**config.mk**
```make
export PLATFORM = sky130hd
export DESIGN_NAME = id_stage_sequencer
export DESIGN_NICKNAME = d
export VERILOG_FILES = /design/src/rtl/pipeline_pkg.sv /design/src/rtl/hazard_need.sv /design/src/rtl/id_stage_sequencer.sv
export SDC_FILE = /design/constraint.sdc
export NUM_CORES = 1
export LEC_CHECK = 0
export ABC_CLOCK_PERIOD_IN_PS = 3200
export CORE_UTILIZATION = 36
export DETAILED_ROUTE_END_ITERATION = 12
export PLACE_DENSITY_LB_ADDON = 0.2
export RECOVER_POWER = 100
export SYNTH_ARGS = -nofsm -noshare
export SYNTH_HDL_FRONTEND = slang
export SYNTH_SLANG_ARGS = --single-unit
```
**constraint.sdc**
```tcl
create_clock -name clk -period 3.2 [get_ports clk]
set_input_delay 0.64 -clock clk [delete_from_list [all_inputs] [get_ports clk]]
set_output_delay 0.64 -clock clk [all_outputs]
set_load 0.02 [all_outputs]
```
**src/rtl/pipeline_pkg.sv**
```systemverilog
// Shared types and encodings for the IF/ID stage sequencer.
package pipeline_pkg;

  typedef enum logic {
    RUN   = 1'b0,
    STALL = 1'b1
  } seq_state_e;

  localparam logic [1:0] PCSEL_SEQ    = 2'd0;
  localparam logic [1:0] PCSEL_BRANCH = 2'd1;
  localparam logic [1:0] PCSEL_JUMP   = 2'd2;

  localparam logic [4:0] REG_ZERO = 5'd0;

endpackage

```
**src/rtl/hazard_need.sv**
```systemverilog
// Combinational hazard classifier: number of stall cycles the ID instruction
// needs given the producers currently in EX and MEM.
module hazard_need
  import pipeline_pkg::*;
(
  input  logic [4:0] rs_id,
  input  logic [4:0] rt_id,
  input  logic       uses_rt_id,
  input  logic       branch_eq_id,
  input  logic       branch_ne_id,
  input  logic [4:0] dest_ex,
  input  logic [4:0] dest_mem,
  input  logic       reg_write_ex,
  input  logic       mem_read_ex,
  input  logic       mem_read_mem,
  output logic [1:0] need
);

  logic w_branch;
  logic w_match_ex;
  logic w_match_mem;

  assign w_branch    = branch_eq_id | branch_ne_id;
  assign w_match_ex  = (dest_ex != REG_ZERO) &&
                       ((dest_ex == rs_id) || (uses_rt_id && (dest_ex == rt_id)));
  assign w_match_mem = (dest_mem != REG_ZERO) &&
                       ((dest_mem == rs_id) || (uses_rt_id && (dest_mem == rt_id)));

  // The comparator sits in ID, so branches wait for results that ALU
  // instructions would simply forward; ALU results in MEM are forwarded.
  always_comb begin
    need = 2'd0;
    if (w_branch) begin
      if (mem_read_ex && w_match_ex)
        need = 2'd2;
      else if (reg_write_ex && !mem_read_ex && w_match_ex)
        need = 2'd1;
      else if (mem_read_mem && w_match_mem)
        need = 2'd1;
    end else if (mem_read_ex && w_match_ex) begin
      need = 2'd1;
    end
  end

endmodule

```
**src/rtl/id_stage_sequencer.sv**
```systemverilog
// IF/ID stage sequencer: stalls, bubbles, IF/ID flush, PC source and memory freeze.
// Optional PERF_COUNTERS_EN adds saturating stall/flush/freeze counters.
//
// state | meaning
// RUN   | normal issue; hazards evaluated, redirects allowed
// STALL | second cycle of a branch-behind-load stall; hazards not re-evaluated
module id_stage_sequencer
  import pipeline_pkg::*;
#(
  parameter int unsigned CNT_W = 32
) (
  input  logic             clk,
  input  logic             rst_n,
  input  logic [4:0]       rs_id,
  input  logic [4:0]       rt_id,
  input  logic             uses_rt_id,
  input  logic             branch_eq_id,
  input  logic             branch_ne_id,
  input  logic             jump_id,
  input  logic             regs_equal_id,
  input  logic [4:0]       dest_ex,
  input  logic [4:0]       dest_mem,
  input  logic             reg_write_ex,
  input  logic             mem_read_ex,
  input  logic             mem_read_mem,
  input  logic             dmem_req,
  input  logic             dmem_ready,
  output logic             hold_pc,
  output logic             hold_if_id,
  output logic             bubble_id_ex,
  output logic             flush_if_id,
  output logic             freeze,
  output logic [1:0]       pc_sel,
  output logic             stall_active
`ifdef PERF_COUNTERS_EN
  ,
  output logic [CNT_W-1:0] stall_cycles,
  output logic [CNT_W-1:0] flush_count,
  output logic [CNT_W-1:0] freeze_cycles
`endif
);

  seq_state_e r_state;
  logic [1:0] r_remain;
  logic [1:0] w_need;
  logic       w_freeze;
  logic       w_taken;

  hazard_need u_hazard_need (
    .rs_id        (rs_id),
    .rt_id        (rt_id),
    .uses_rt_id   (uses_rt_id),
    .branch_eq_id (branch_eq_id),
    .branch_ne_id (branch_ne_id),
    .dest_ex      (dest_ex),
    .dest_mem     (dest_mem),
    .reg_write_ex (reg_write_ex),
    .mem_read_ex  (mem_read_ex),
    .mem_read_mem (mem_read_mem),
    .need         (w_need)
  );

  assign w_freeze = dmem_req && !dmem_ready;
  assign w_taken  = (branch_eq_id && regs_equal_id) || (branch_ne_id && !regs_equal_id);

  // Outputs are gated by rst_n so an asserted reset clears them immediately.
  always_comb begin
    hold_pc      = 1'b0;
    hold_if_id   = 1'b0;
    bubble_id_ex = 1'b0;
    flush_if_id  = 1'b0;
    freeze       = 1'b0;
    pc_sel       = PCSEL_SEQ;
    stall_active = 1'b0;
    if (rst_n) begin
      stall_active = (r_state == STALL);
      if (w_freeze) begin
        freeze     = 1'b1;
        hold_pc    = 1'b1;
        hold_if_id = 1'b1;
      end else if ((r_state == STALL) || (w_need != 2'd0)) begin
        hold_pc      = 1'b1;
        hold_if_id   = 1'b1;
        bubble_id_ex = 1'b1;
      end else if (jump_id) begin
        pc_sel      = PCSEL_JUMP;
        flush_if_id = 1'b1;
      end else if (w_taken) begin
        pc_sel      = PCSEL_BRANCH;
        flush_if_id = 1'b1;
      end
    end
  end

  // A freeze holds state and remain, stretching any stall by its length.
  always_ff @(posedge clk or negedge rst_n) begin
    if (!rst_n) begin
      r_state  <= RUN;
      r_remain <= 2'd0;
    end else if (!w_freeze) begin
      case (r_state)
        RUN: begin
          if (w_need == 2'd2) begin
            r_state  <= STALL;
            r_remain <= 2'd1;
          end
        end
        STALL: begin
          if (r_remain <= 2'd1) begin
            r_state  <= RUN;
            r_remain <= 2'd0;
          end else begin
            r_remain <= r_remain - 2'd1;
          end
        end
        default: begin
          r_state  <= RUN;
          r_remain <= 2'd0;
        end
      endcase
    end
  end

`ifdef PERF_COUNTERS_EN
  logic [CNT_W-1:0] r_stall_cycles;
  logic [CNT_W-1:0] r_flush_count;
  logic [CNT_W-1:0] r_freeze_cycles;

  always_ff @(posedge clk or negedge rst_n) begin
    if (!rst_n) begin
      r_stall_cycles  <= '0;
      r_flush_count   <= '0;
      r_freeze_cycles <= '0;
    end else begin
      if (bubble_id_ex && (r_stall_cycles != '1))
        r_stall_cycles <= r_stall_cycles + 1'b1;
      if (flush_if_id && (r_flush_count != '1))
        r_flush_count <= r_flush_count + 1'b1;
      if (freeze && (r_freeze_cycles != '1))
        r_freeze_cycles <= r_freeze_cycles + 1'b1;
    end
  end

  assign stall_cycles  = r_stall_cycles;
  assign flush_count   = r_flush_count;
  assign freeze_cycles = r_freeze_cycles;
`endif

endmodule

```
## Word-level counts from Yosys, hierarchy flattened

Index checks and enable logic that the tools add are counted.

| storage, ports and cells | value |
|---|---|
| register bits after elaboration | 3 |
| output and inout bits | 8 |
| logic and storage cells | 64 |

| cells by class | value |
|---|---|
| add/subtract/negate cells | 1 |
| $lt $le $gt $ge | 1 |
| eq/ne operators | 6 |
| muxes and demuxes | 29 |
| bitwise gates (word level) | 3 |
| reductions and logical operators | 22 |

Operators with widths:

| kind | number |
|---|---|
| equality test 5 bit | 4 |
| two-way mux 1 bit | 18 |
| two-way mux 2 bit | 9 |
| logical AND 1 bit | 11 |
| nonzero test 5 bit | 2 |
| logical OR 1 bit | 4 |
| case mux 2 bit (2 select lines) | 1 |
| logical NOT 1 bit | 3 |
| equality test 2 bit, second input constant | 1 |
| less-or-equal comparator 2 x 1 -> 1 bit, second input constant | 1 |
| != test 2 bit, second input constant | 1 |
| NOT 1 bit | 2 |
| case mux 1 bit (2 select lines) | 1 |
| AND reduction 2 bit | 1 |
| nonzero test 2 bit | 1 |
| subtractor 2 x 1 -> 2 bit, second input constant | 1 |
| bitwise OR 1 bit | 1 |

## Longest topological paths before layout

| logic depth | value |
|---|---|
| depth after elaboration | 14 |
| gate-level depth with buffers | 6 |
| gate-level depth less buffers | 5 |

## Hierarchy

A second synthesis with hierarchy kept.

| second synthesis, totals | value |
|---|---|
| cells, all modules | 68 |
| area, all modules | 546.8 µm² |

By module, submodules not included:

| module | instances | cells an instance | area an instance (µm²) | sequential area each (µm²) |
|---|---|---|---|---|
| hazard_need | 1 | 39 | 307.8 | 0.0 |
| id_stage_sequencer | 1 | 29 | 239.0 | 75.1 |

## Least setup slack after synthesis

Ideal clock, no wire load.

| timing | value |
|---|---|
| kind | input-to-output |
| start | in dest_mem[0] |
| end | out flush_if_id |
| data arrival time | 1.993 ns |
| data required time | 2.560 ns |
| setup slack | 0.567 ns |
| stages | 4 |
| buffers on the path | 0 |
| cell sequence | or4_4 -> o221ai_2 -> o221ai_2 -> a211oi_1 |

| on the way | value |
|---|---|
| word-level cells in the longest chain between the ends | 14 |
| elaborated cells on any way between the ends | 16 |

Ends and longest elaborated chain:

| item | RTL line | RTL |
|---|---|---|
| start: declaration | id_stage_sequencer.sv:22 | `input logic [4:0] dest_mem,` |
| equality test 5 bit | hazard_need.sv:27 | `((dest_mem == rs_id) \|\| (uses_rt_id && (dest_mem == rt_id)));` |
| logical AND 1 bit | hazard_need.sv:27 |  |
| logical OR 1 bit | hazard_need.sv:27 |  |
| logical AND 1 bit (*) | hazard_need.sv:26 | `assign w_match_mem = (dest_mem != REG_ZERO) &&` |
| logical AND 1 bit (*) | hazard_need.sv:38 | `else if (mem_read_mem && w_match_mem)` |
| two-way mux 1 bit (*) | hazard_need.sv:38 |  |
| two-way mux 2 bit (*) | hazard_need.sv:36 | `else if (reg_write_ex && !mem_read_ex && w_match_ex)` |
| two-way mux 2 bit (*) | hazard_need.sv:34 | `if (mem_read_ex && w_match_ex)` |
| two-way mux 2 bit (*) | hazard_need.sv:33 | `if (w_branch) begin` |
| nonzero test 2 bit (*) | id_stage_sequencer.sv:81 | `end else if ((r_state == STALL) \|\| (w_need != 2'd0)) begin` |
| logical OR 1 bit (*) | id_stage_sequencer.sv:81 |  |
| two-way mux 1 bit (*) | id_stage_sequencer.sv:81 |  |
| two-way mux 1 bit (*) | id_stage_sequencer.sv:77 | `if (w_freeze) begin` |
| two-way mux 1 bit (*) | id_stage_sequencer.sv:75 | `if (rst_n) begin` |
| end: declaration | id_stage_sequencer.sv:31 | `output logic flush_if_id,` |

Mark *: on every way between the ends. The rest lies on a longest branch, timed or not.

## Final worst setup path

| timing | value |
|---|---|
| start | in dest_ex[0] |
| end | out pc_sel[0] |

| on the way | value |
|---|---|
| word-level cells in the longest chain between the ends | 13 |
| elaborated cells on any way between the ends | 17 |

Ends and longest elaborated chain:

| item | RTL line | RTL |
|---|---|---|
| start: declaration | id_stage_sequencer.sv:21 | `input logic [4:0] dest_ex,` |
| equality test 5 bit | hazard_need.sv:25 | `((dest_ex == rs_id) \|\| (uses_rt_id && (dest_ex == rt_id)));` |
| logical AND 1 bit | hazard_need.sv:25 |  |
| logical OR 1 bit | hazard_need.sv:25 |  |
| logical AND 1 bit (*) | hazard_need.sv:24 | `assign w_match_ex = (dest_ex != REG_ZERO) &&` |
| logical AND 1 bit | hazard_need.sv:36 |  |
| two-way mux 2 bit | hazard_need.sv:36 |  |
| two-way mux 2 bit | hazard_need.sv:34 |  |
| two-way mux 2 bit (*) | hazard_need.sv:33 |  |
| nonzero test 2 bit (*) | id_stage_sequencer.sv:81 |  |
| logical OR 1 bit (*) | id_stage_sequencer.sv:81 |  |
| two-way mux 2 bit (*) | id_stage_sequencer.sv:81 |  |
| two-way mux 2 bit (*) | id_stage_sequencer.sv:77 |  |
| two-way mux 2 bit (*) | id_stage_sequencer.sv:75 |  |
| end: declaration | id_stage_sequencer.sv:33 | `output logic [1:0] pc_sel,` |

Marks and branches as above.

==> metrics.json <==
{
  "die": {
    "die-height_um": 40.6,
    "core_area_um2": 1350,
    "floorplan.initialDensity_pct": 39.8,
    "design.die.area_um2": 1650,
    "rows": 13,
    "io-pin-count": 40,
    "die_width_um": 40.6
  },
  "grt": {
    "pin_count_of_the_biggest_net_entering_global_routing": 7,
    "global_route_wire_length_before_repair_mm": 2.46,
    "grtUsageTotal_pct": 22.6,
    "overflow": 0,
    "antenna_found_initial": 0,
    "first_global_vias": 615
  },
  "power_and_ir_drop": {
    "fin_total_pwr_uw": 358,
    "worst_case_vdd_ir_drop_uv": 257,
    "cellPowerDensity_nw_per_um2": 320,
    "leakage_power_uw": 0.000515
  },
  "worst_setup_path": {
    "setup.worst_path.start_class": "input port",
    "critical_path_arrival_ps": 2490,
    "end_kind": "output pin",
    "crit_path_max_fanout": 4,
    "crit_type": "input port to output pin",
    "worstPathRequired_ps": 2560
  },
  "hold_path": {
    "hold_path_class": "register to register"
  },
  "synthesis": {
    "area_of_the_mapped_netlist_um2": 537,
    "synth.avg_cell_area_um2": 8.80,
    "synth.largest_area_cell": "xor2_1",
    "ys_ff_latch": 3,
    "dominantRegCellSynth": "dfrtp_1",
    "synth_top_area_share_pct": 29.4,
    "synth_most_common_cell": "xor2_1",
    "synth-async-reset-ratio_pct": 100,
    "synth_nets": 93,
    "synth_enable_flop_cells": 0,
    "post_synth_num_cell_types": 25,
    "yosys-top-cells-count": "18 x xor2_1, 4 x o21a_1",
    "synth-warning-count": 0,
    "netlist_instances": 61,
    "sequential_element_share_of_the_synthesized_area_pct": 14.0,
    "ys_top_cells_by_area": "xor2_1 29%, dfrtp_1 14%, o21a_1 5.6%"
  },
  "place": {
    "dpl.hpwl_mm": 1.51,
    "io_buffers": 39,
    "globalplace.congestion": 0.804,
    "place_ws_ps": -347
  },
  "timing": {
    "final.setup.worst_slack_ps": 72.6,
    "relative_slew_slack_pct": 79.1,
    "rsz0062_at_grt": "false",
    "clock_skew_ps": 0.948,
    "worst_pin_slew_ps": 305,
    "setup_viol": 0,
    "finalWorstPathRequiredPeriod_ps": 3130,
    "timing.final.crit_share_pct": 97.7,
    "fmax_mhz": 320,
    "finalHoldViolations": 0,
    "timing_max_transition_violations_final": 0
  },
  "clocking": {
    "cts-buffers-inserted": 3,
    "cts_tree": "yes",
    "clock_latency_ps": 230,
    "clockRootBuffer": "clkbuf_4",
    "bufs_on_longest_clock_path": 2,
    "cts.sinks": 3,
    "htree_num_levels": 1,
    "cts.clk_slew.worst_paths_ps": 30
  },
  "routing": {
    "drc_markers": 0,
    "drt_wl_total_mm": 1.99,
    "vias_per_cell": 5.24,
    "wire_per_inst_um": 15.0,
    "vias": 697,
    "drtIter0Drc": 7,
    "drt_pass1_iterations": 4,
    "drtAntennaViolNets": 0
  },
  "outcome": {
    "status": "completed"
  },
  "run": {
    "max_cap_viol_count": 0
  },
  "cells_and_area": {
    "antenna-diode-count": 0,
    "finish.net_count": 151,
    "flow.area_growth_from_synthesis_pct": 109,
    "fraction_of_final_layout_cells_with_drive_strength_greater_than_1_pct": 29.7
  }
}
-- where the power goes --
group / internal [uW] / switching, uW
sequential: 49.5 / 8.41
clock: 46.6 / 17.7
combinational: 120 / 116
-- layout by cell type (no fill, tap or decap) --
cell type and count:
nand2_1 1, dfrtp_1 3, buf_2 1, inv_1 3, a32oi_2 2, dlygate4sd3_1 1
clkbuf_4 3, nand2b_1 1, o21a_1 4, buf_4 15, a221oi_2 1, nor3_1 3
o21ai_0 2, o22ai_1 1, or4_4 2, nor4_2 3, o22ai_4 1, and2_1 2
a21oi_1 1, nor2b_1 2, clkbuf_2 4, clkbuf_1 2, xor2_1 18, nor2_1 3
dlymetal6s2s_1 7, o221ai_1 1, o221ai_4 2, a211oi_2 1, clkdlybuf4s50_1 25, xnor2_1 2
mux2i_1 1
-- logic make-up (layout without fill, tap and decap cells) --
group / after synthesis / count (layout) / synth area share [%]
xor gates and xnor gates: 20 / 20 / 32.6
and+or+nand+nor: 17 / 17 / 21.4
AOI/OAI and AO/OA: 16 / 16 / 26.6
buffers and inverters: 4 / 61 / 3.50
DFF: 3 / 3 / 14.0
muxes: 1 / 1 / 1.86
-- worst max-delay path: stages --
cell and delay [ps]:
clkdlybuf4s50_1 580, xor2_1 210, nor4_2 80, a32oi_2 280, o221ai_4 140, buf_4 160, nor4_2 220, buf_4 170
-- stage by stage --
step                      area (um2)  cells  utilization [%]  hold WS, ps  setup TNS, ps
after floorplan                  537     61                -          344              0
after global placement          1040    128             77.3          474          -1630
after detailed placement        1040    128             77.3          488          -1780
after CTS                       1070    133             79.1          494           -148
after global routing            1120    133             82.9          517              0
final                           1120    133             82.9          502              0
-- flip-flops by register name (all words and copies together) (netlist names) --
register and count:
r_remain 2, r_state 1
-- worst paths after layout --
check	start	endpoint	cells after the start	slack, ps
max in group asynchronous	rst_n	r_remain[0]	2	2180
min in group asynchronous	rst_n	r_state	2	820
min reg2reg	r_state	r_remain[0]	1	500
max	dest_ex[0]	pc_sel[0]	8	70
max reg2reg	r_state	r_remain[0]	3	2170
min	r_state	r_remain[0]	1	500
-- metal layers --
layer	global-route usage (%)	share of wire (%)	vias to the layer above
met5	0	0	-
met4	5.00	1.2	0
met3	0	6.0	2
met2	46.4	55	38
met1	25.3	37	316
li1	-	-	341
-- final cells by class --
class | count | area (um2)
fill | 90 | 230
tap | 15 | 18.8
multi-input combinational | 54 | 499
sequential | 3 | 75.1
clock buffer | 4 | 26.3
timing repair buffer | 54 | 489
inverter | 3 | 11.3
-- what timing repair did --
item                                    in CTS  in global routing
hold buffers                                 0                  0
buffers inserted                             1                  0
gates resized for setup                     11                 27
pin swaps                                    1                  4
endpoints found under the setup margin       6                  6
No activity file was read; power rests on OpenSTA's default activity.
